## src/rtl/snax_tcdm_stream_reader.sv

```systemverilog
// snax_tcdm_stream_reader: turns a strided read job (base, stride, len) into narrow TCDM
// read requests and streams the fixed-latency responses out over a valid/ready data port.
// Latency: a word shows up on data_o RspLatency+1 cycles after its request handshake.
// Backpressure: requests are credit-limited by free FIFO space, so data_ready_i low never drops data.
// Ports: cfg_* job descriptor (accepted in IDLE), busy_o/done_o status, tcdm_q_* request
//        channel, tcdm_p_data_i response (no handshake), data_* output stream,
//        stall_cycles_o request stall count.
// Optional: define SNAX_READER_STALL_CNT_EN to build the stall counter; otherwise it reads 0.

// snax_tcdm_stream_reader_fifo: first-word fall-through response buffer.
// Latency: a push is visible at head/!empty on the next cycle.
// Backpressure: push while full is dropped (the caller's credit scheme keeps that from happening).
module snax_tcdm_stream_reader_fifo #(
    parameter int Width = 32,
    parameter int Depth = 4,
    parameter int CntW  = $clog2(Depth + 1)
) (
    input  logic             clk_i,
    input  logic             rst_i,
    input  logic             push,
    input  logic [Width-1:0] push_data,
    input  logic             pop,
    output logic [Width-1:0] head,
    output logic             empty,
    output logic             full,
    output logic [CntW-1:0]  count
);
    localparam int PtrW = (Depth > 1) ? $clog2(Depth) : 1;

    logic [Width-1:0] mem [Depth];
    logic [PtrW-1:0]  rd_ptr;
    logic [PtrW-1:0]  wr_ptr;
    logic             do_push;
    logic             do_pop;

    function automatic logic [PtrW-1:0] ptr_incr(input logic [PtrW-1:0] p);
        return (p == PtrW'(Depth - 1)) ? '0 : p + PtrW'(1);
    endfunction

    assign empty   = (count == '0);
    assign full    = (count == CntW'(Depth));
    assign head    = mem[rd_ptr];
    assign do_push = push && !full;
    assign do_pop  = pop && !empty;

    always_ff @(posedge clk_i) begin
        if (rst_i) begin
            rd_ptr <= '0;
            wr_ptr <= '0;
            count  <= '0;
            for (int i = 0; i < Depth; i++) begin
                mem[i] <= '0;
            end
        end else begin
            if (do_push) begin
                mem[wr_ptr] <= push_data;
                wr_ptr      <= ptr_incr(wr_ptr);
            end
            if (do_pop) begin
                rd_ptr <= ptr_incr(rd_ptr);
            end
            if (do_push && !do_pop) begin
                count <= count + CntW'(1);
            end else if (do_pop && !do_push) begin
                count <= count - CntW'(1);
            end
        end
    end
endmodule

module snax_tcdm_stream_reader #(
    parameter int AddrWidth  = 48,
    parameter int DataWidth  = 32,
    parameter int LenWidth   = 16,
    parameter int RspLatency = 2,  // >= 1
    parameter int FifoDepth  = 4   // >= RspLatency
) (
    input  logic                   clk_i,
    input  logic                   rst_i,
    input  logic                   cfg_valid_i,
    output logic                   cfg_ready_o,
    input  logic [AddrWidth-1:0]   cfg_base_i,
    input  logic [AddrWidth-1:0]   cfg_stride_i,
    input  logic [LenWidth-1:0]    cfg_len_i,
    output logic                   busy_o,
    output logic                   done_o,
    output logic                   tcdm_q_valid_o,
    input  logic                   tcdm_q_ready_i,
    output logic [AddrWidth-1:0]   tcdm_q_addr_o,
    output logic                   tcdm_q_write_o,
    output logic [DataWidth/8-1:0] tcdm_q_strb_o,
    input  logic [DataWidth-1:0]   tcdm_p_data_i,
    output logic                   data_valid_o,
    input  logic                   data_ready_i,
    output logic [DataWidth-1:0]   data_o,
    output logic [31:0]            stall_cycles_o
);
    localparam int FifoCntW = $clog2(FifoDepth + 1);
    localparam int InflW    = $clog2(RspLatency + 1);
    localparam int CreditW  = $clog2(2 * FifoDepth + 1);

    typedef enum logic [1:0] {IDLE, ISSUE, DRAIN} state_e;

    state_e                state;
    state_e                state_next;
    logic                  done_next;
    logic [AddrWidth-1:0]  addr;
    logic [AddrWidth-1:0]  stride;
    logic [LenWidth-1:0]   len;
    logic [LenWidth-1:0]   issued;
    logic [RspLatency-1:0] inflight_sr;
    logic [InflW-1:0]      inflight;
    logic [FifoCntW-1:0]   fifo_count;
    logic                  fifo_empty;
    logic                  fifo_full;
    logic                  credit_ok;
    logic                  last_issue;
    logic                  cfg_hs;
    logic                  q_hs;
    logic                  capture;
    logic                  pop;

    // Every word issued but not yet popped holds one FIFO slot, so the FIFO cannot overflow.
    assign credit_ok  = (CreditW'(inflight) + CreditW'(fifo_count)) < CreditW'(FifoDepth);
    assign last_issue = (issued == len - LenWidth'(1));
    assign cfg_hs     = cfg_valid_i && cfg_ready_o;
    assign q_hs       = tcdm_q_valid_o && tcdm_q_ready_i;
    assign capture    = inflight_sr[RspLatency-1];
    assign pop        = data_valid_o && data_ready_i;

    assign tcdm_q_addr_o  = addr;
    assign tcdm_q_write_o = 1'b0;
    assign tcdm_q_strb_o  = '1;
    assign data_valid_o   = !fifo_empty;

    always_ff @(posedge clk_i) begin
        if (rst_i) begin
            state  <= IDLE;
            done_o <= 1'b0;
        end else begin
            state  <= state_next;
            done_o <= done_next;
        end
    end

    always_comb begin
        state_next     = state;
        done_next      = 1'b0;
        cfg_ready_o    = 1'b0;
        busy_o         = 1'b0;
        tcdm_q_valid_o = 1'b0;
        unique case (state)
            IDLE: begin
                cfg_ready_o = 1'b1;
                if (cfg_valid_i) begin
                    if (cfg_len_i == '0) begin
                        done_next = 1'b1;
                    end else begin
                        state_next = ISSUE;
                    end
                end
            end
            ISSUE: begin
                busy_o         = 1'b1;
                tcdm_q_valid_o = credit_ok;
                // Handshake expressed from its inputs to keep valid out of its own fan-in.
                if (credit_ok && tcdm_q_ready_i && last_issue) begin
                    state_next = DRAIN;
                end
            end
            DRAIN: begin
                busy_o = 1'b1;
                if (inflight == '0 && fifo_empty) begin
                    done_next  = 1'b1;
                    state_next = IDLE;
                end
            end
            default: state_next = IDLE;
        endcase
    end

    // Address accumulator; it only moves on a handshake, so it is stable while a request waits.
    always_ff @(posedge clk_i) begin
        if (rst_i) begin
            addr        <= '0;
            stride      <= '0;
            len         <= '0;
            issued      <= '0;
            inflight_sr <= '0;
            inflight    <= '0;
        end else begin
            if (cfg_hs) begin
                addr   <= cfg_base_i;
                stride <= cfg_stride_i;
                len    <= cfg_len_i;
                issued <= '0;
            end else if (q_hs) begin
                addr   <= addr + stride;
                issued <= issued + LenWidth'(1);
            end
            // One flag per accepted request; it reaches the top bit when the bank drives the data.
            inflight_sr <= (inflight_sr << 1) | RspLatency'(q_hs);
            if (q_hs && !capture) begin
                inflight <= inflight + InflW'(1);
            end else if (capture && !q_hs) begin
                inflight <= inflight - InflW'(1);
            end
        end
    end

    snax_tcdm_stream_reader_fifo #(
        .Width (DataWidth),
        .Depth (FifoDepth),
        .CntW  (FifoCntW)
    ) i_rsp_fifo (
        .clk_i     (clk_i),
        .rst_i     (rst_i),
        .push      (capture),
        .push_data (tcdm_p_data_i),
        .pop       (pop),
        .head      (data_o),
        .empty     (fifo_empty),
        .full      (fifo_full),
        .count     (fifo_count)
    );

    // Unreachable while the credit accounting is correct.
    assert property (@(posedge clk_i) disable iff (rst_i) !(capture && fifo_full));

`ifdef SNAX_READER_STALL_CNT_EN
    logic [31:0] stall_cnt;

    always_ff @(posedge clk_i) begin
        if (rst_i || cfg_hs) begin
            stall_cnt <= '0;
        end else if (tcdm_q_valid_o && !tcdm_q_ready_i && stall_cnt != '1) begin
            stall_cnt <= stall_cnt + 32'd1;
        end
    end

    assign stall_cycles_o = stall_cnt;
`else
    assign stall_cycles_o = '0;
`endif
endmodule

```

## config.mk

```make
export PLATFORM = sky130hd
export DESIGN_NAME = snax_tcdm_stream_reader
export DESIGN_NICKNAME = d
export VERILOG_FILES = /design/src/rtl/snax_tcdm_stream_reader.sv
export SDC_FILE = /design/constraint.sdc
export NUM_CORES = 1
export LEC_CHECK = 0
export ABC_AREA = 1
export ABC_CLOCK_PERIOD_IN_PS = 9700
export CAP_MARGIN = 20
export CORE_ASPECT_RATIO = 0.7
export CORE_MARGIN = 1.5
export CORE_UTILIZATION = 50
export DETAILED_ROUTE_END_ITERATION = 7
export DONT_BUFFER_PORTS = 1
export GPL_TIMING_DRIVEN = 0
export SLEW_MARGIN = 20
export SYNTH_ARGS = -nofsm -noshare
export SYNTH_HDL_FRONTEND = slang
export SYNTH_HIERARCHICAL = 1
export SYNTH_SLANG_ARGS = --single-unit
```

## constraint.sdc

```tcl
create_clock -name clk_i -period 9.7 [get_ports clk_i]
set_clock_uncertainty 0.2 [all_clocks]
set_input_delay 1.455 -clock clk_i [delete_from_list [all_inputs] [get_ports clk_i]]
set_output_delay 1.455 -clock clk_i [all_outputs]
set_load 0.05 [all_outputs]
```

[After elaboration in Yosys (flattened, before gate mapping)]
Memory sizes are Yosys's and may differ from the RTL's. A register that Yosys moved wholly into a read port is not among the register bits.
Index checks and enable logic that the tools add are counted.
Word-level totals
  register bits after elaboration: 142
  bits in writable memories: 128
  input bits: 149
  logic and storage cells: 93
  memories: 1
Memories
  i_rsp_fifo.mem: depth 4, width 32, rd ports 1, clocked after memory_dff 1, wr ports 4, RTL line 30  | logic [Width-1:0] mem [Depth];
Operators by class
  add/sub/neg operators: 10
  order comparisons: 1
  eq/ne operators: 10
  muxes and demuxes: 30
  bitwise gates (word level): 1
  reduce and logical (&&, ||, !) cells: 29
Operator list (number)
  two-way mux 48 bit: 2
  adder 48 bit: 1
  two-way mux 32 bit: 1
  OR reduction 32 bit: 1
  two-way mux 2 bit: 11
  adder 16 x 1 -> 16 bit (second input constant): 1
  == test 16 bit: 1
  logical NOT 16 bit: 1
  subtractor 16 x 1 -> 16 bit (second input constant): 1
  logical AND 1 bit: 12
  two-way mux 1 bit: 12
  != test 2 bit (second input constant): 4
  adder 2 x 1 -> 2 bit (second input constant): 3
  == test 2 bit (second input constant): 3
  logical NOT 1 bit: 6
  two-way mux 3 bit: 2
  one-hot mux 2 bit (3 select lines): 1
  nonzero test 2 bit: 3
  adder 2 x 3 -> 4 bit: 1
  logical NOT 2 bit: 2
  < comparator 4 x 3 -> 1 bit (second input constant): 1
  AND reduction 4 bit: 1
  OR reduction 2 bit: 2
  adder 3 x 1 -> 3 bit (second input constant): 1
  other kinds (7): 7

[Longest topological paths before layout]
  depth after elaboration: 8
  mapped depth: 16
  depth with buffers taken out: 16

[By module]
Netlist, hierarchy kept.
By module, submodules not included
  snax_tcdm_stream_reader: instances 1, cells each 1529, area an instance 9512.9 um^2, seq. area each 2702.6 um^2
  snax_tcdm_stream_reader_fifo: instances 1, cells each 554, area an instance 6034.5 um^2, seq. area each 4023.9 um^2

[Least setup slack after synthesis]
No wires, ideal clock.
  path kind: in2reg
  from: in rst_i
  to: mem i_rsp_fifo.mem[1][0], enable pin
  library setup time: 0.466 ns
  arrival time: 4.122 ns
  setup slack: 4.912 ns
  cell stages on the path: 4
  path buffers: 1
  cell sequence: clkinv_1 > buf_4 > nand4_4 > o21ai_0
RTL lines
  start, declared: RTL line 79  | input logic rst_i,
  end, declared: RTL line 30

==> key figures <==
Detailed routing
  – First-pass detailed-route iteration total: 5
  – Routed WL: 51,100 µm
  – Antenna viol nets, final: 0
  – First DRT Iteration DRCs: 1,458
  – DR vias: 14,300
  – Routed WL per cell: 19.7 µm
  – DRC: 0
  – Vias per cell: 5.53

Min path
  – Hold Path Cell Cnt: 2
  – Worst Hold Class: reg2reg

Global route
  – Met2 GRT Util: roughly 43%
  – First-pass GRT wire length: 76,700 µm
  – Grt ovf: 0
  – Met1 Track Usage GR: 49.9%
  – GR Layer Usage met3: approximately 7.6%
  – Initial antenna violation count: 7
  – Vias in the first global route: between 10,000 and 15,000
  – Total track usage: about a third
  – Largest net degree at the start of global routing: 21
  – Gr busiest metal: met1

Critical path
  – CP Launch Type: flip-flop
  – WP data arrival: between 2 and 3 ns
  – Slowest cell on crit path: o22ai_1
  – Crit-path cells: buf_2 -> inv_2 -> clkbuf_1 -> o21ai_0 -> o22ai_1
  – Required @ worst endpoint: slightly above 8 ns
  – Max Fanout on Critical Path: 10
  – Crit Path Class: reg2out
  – CP max stage delay: 0.93 ns
  – R2r worst-path depth: 8
  – Critical path capture point type: output pin

Pwr
  – Pwr/cell area: between 150 and 200 nW/µm²
  – LEAKAGE: approximately 7.4 nW
  – Total Power: 3.37 mW
  – Psw: 1.17 mW
  – Logic gate share of total power: 21.4%
  – Seq pwr share: 43.7%
  – Int Power: 2.20 mW
  – Worst VDD drop: ~180 µV
  – Clock power frac: around a third
  – Switching Fraction: 34.7%

Finish
  – # nets final: 2,360
  – Final cell count without fillers: 2,591
  – # fillers: 2,907
  – Final core occ: a little under three fifths
  – Layout cell share with drive strength beyond 1: 6.39%
  – Final instance area: approximately 17,000 µm²
  – Area grow syn2layout: 11.8%

CTS
  – Post_cts resized: 0
  – Clk_lat worst skew: roughly 0.57 ns
  – CTS Sinks: 272
  – Number of buffers created by CTS: 28
  – Clock buffer depth: 3
  – H-Tree Depth: 1
  – Hold_buf cts: 0
  – CTS tree: yes
  – Clock-pin transition on the worst setup and hold timing paths: 0.07 ns
  – Clk root buf: clkbuf_16
  – Post-CTS Setup Bufs: 0

Floorplan
  – Core area: 30,300 µm²
  – Die area: about 32,000 µm²
  – Die Wd: 214 µm
  – I/O pin cnt: 271
  – Site Rows: 53
  – Die Ht: 151 µm
  – Initial core utilization: roughly half

Logic synthesis
  – Cells after synthesis: 2,082
  – Yosys Warn Count: 6
  – Synth Area per Inst: between 7 and 8 µm²
  – Post-Syn Area: 15,500 µm²

Status
  – Run status: complete, no violations

Placed design
  – IO buf count: 0
  – DP HPWL: about 40,000 µm
  – Setup WS pre-CTS: 5.84 ns
  – Placed Area: around 16,000 µm²
  – RePlAce Congestion: 0.969
  – Cell count after placement: 2,534

Timing
  – Setup TNS: 0 ns
  – Hold_ws: 0.210 ns
  – Fin crit period: 4.48 ns
  – Fin. max-slew vios: 0
  – Worst relative slew slack: a little over a fifth
  – Final Setup Violations: 0
  – Post-route setup slack: 5.22 ns
  – Final Hold Vio Count: 0
  – Fmax: 0.223 GHz
  – Final cycle utilization of the critical path: 46.2%
  – Worst Max-Slew Pin Slew: 1.20 ns
  – RSZ-0062 raised after global routing: false

Run
  – Max Cap Viol: 0
-- sequential cells by signal, indices dropped and copies added, names as in the netlist, named ones only --
name and count:
tcdm_q_addr_o 48, done_o 1, stride 48, inflight_sr 2
i_rsp_fifo/rd_ptr 2, issued 16, i_rsp_fifo/mem 128, i_rsp_fifo/wr_ptr 2
state 2, inflight 2, i_rsp_fifo/count 3, len 16
-- worst paths after layout --
path	start	end	slack, ns
max	flip-flop	data_o[30]	5.22
min	inflight_sr[0]	inflight_sr[1]	0.21
max reg2reg	state[0]	stride[7]	6.27
min reg2reg	inflight_sr[0]	inflight_sr[1]	0.21
-- cell type report --
| type | instances | area (µm²) | share of cell area [%] |
|---|---|---|---|
| Antenna cell | 5 | 12.5 | 0.0720 |
| Buffer | 126 | 669 | 3.85 |
| Clock buffer | 37 | 817 | 4.70 |
| Clock inverter | 15 | 188 | 1.08 |
| Inverter | 189 | 709 | 4.08 |
| Multi-Input combinational cell | 1530 | 7630 | 43.9 |
| Sequential cell | 272 | 6730 | 38.7 |
| Tap cell | 412 | 515 | 2.97 |
| Timing Repair Buffer | 5 | 118 | 0.677 |
-- cell usage in the layout, fill, tap and decap left out, drive strengths merged, types with 2 or more instances in the layout --
cell type / n
dfxtp: 144
xnor2: 9
nand4: 18
o21a: 3
o21ai: 207
buf: 69
and2: 2
clkbuf: 99
fa: 2
o21bai: 7
a31oi: 3
nor3: 111
nand2: 356
nand3b: 3
bufinv: 4
edfxtp: 128
clkinv: 12
xor2: 39
a21oi: 166
diode: 5
ha: 57
inv: 187
or2: 4
conb: 37
nor4: 2
nor2: 380
a21o: 3
nand3: 85
o22ai: 32
-- critical path, delay by kind of cell, from the launching register on --
kind | cells | cell delay, ns
AOI/OAI and AO/OA | 2 | 1.09
buffers and inverters | 3 | 0.86
DFF | 1 | 0.31
-- power by group through the flow --
stage	sequential (mW)	clock [mW]	combinational, mW
2_1_floorplan	1.47	0	0.531
5_1_grt	1.48	1.24	0.801
3_5_place_dp	1.50	0	0.704
4_1_cts	1.47	1.19	0.709
3_3_place_gp	1.50	0	0.690
6_report	1.47	1.18	0.720
-- layer usage --
layer  vias to the layer above  wire length [µm]  part of all wire [%]
met2                       575             19600                    38
met1                      6669             25100                    49
met3                        54              5360                    10
met5                         -                27                 0.053
li1                       7026                 -                     -
met4                         4              1060                   2.1
(Power assumes the default switching activity.)
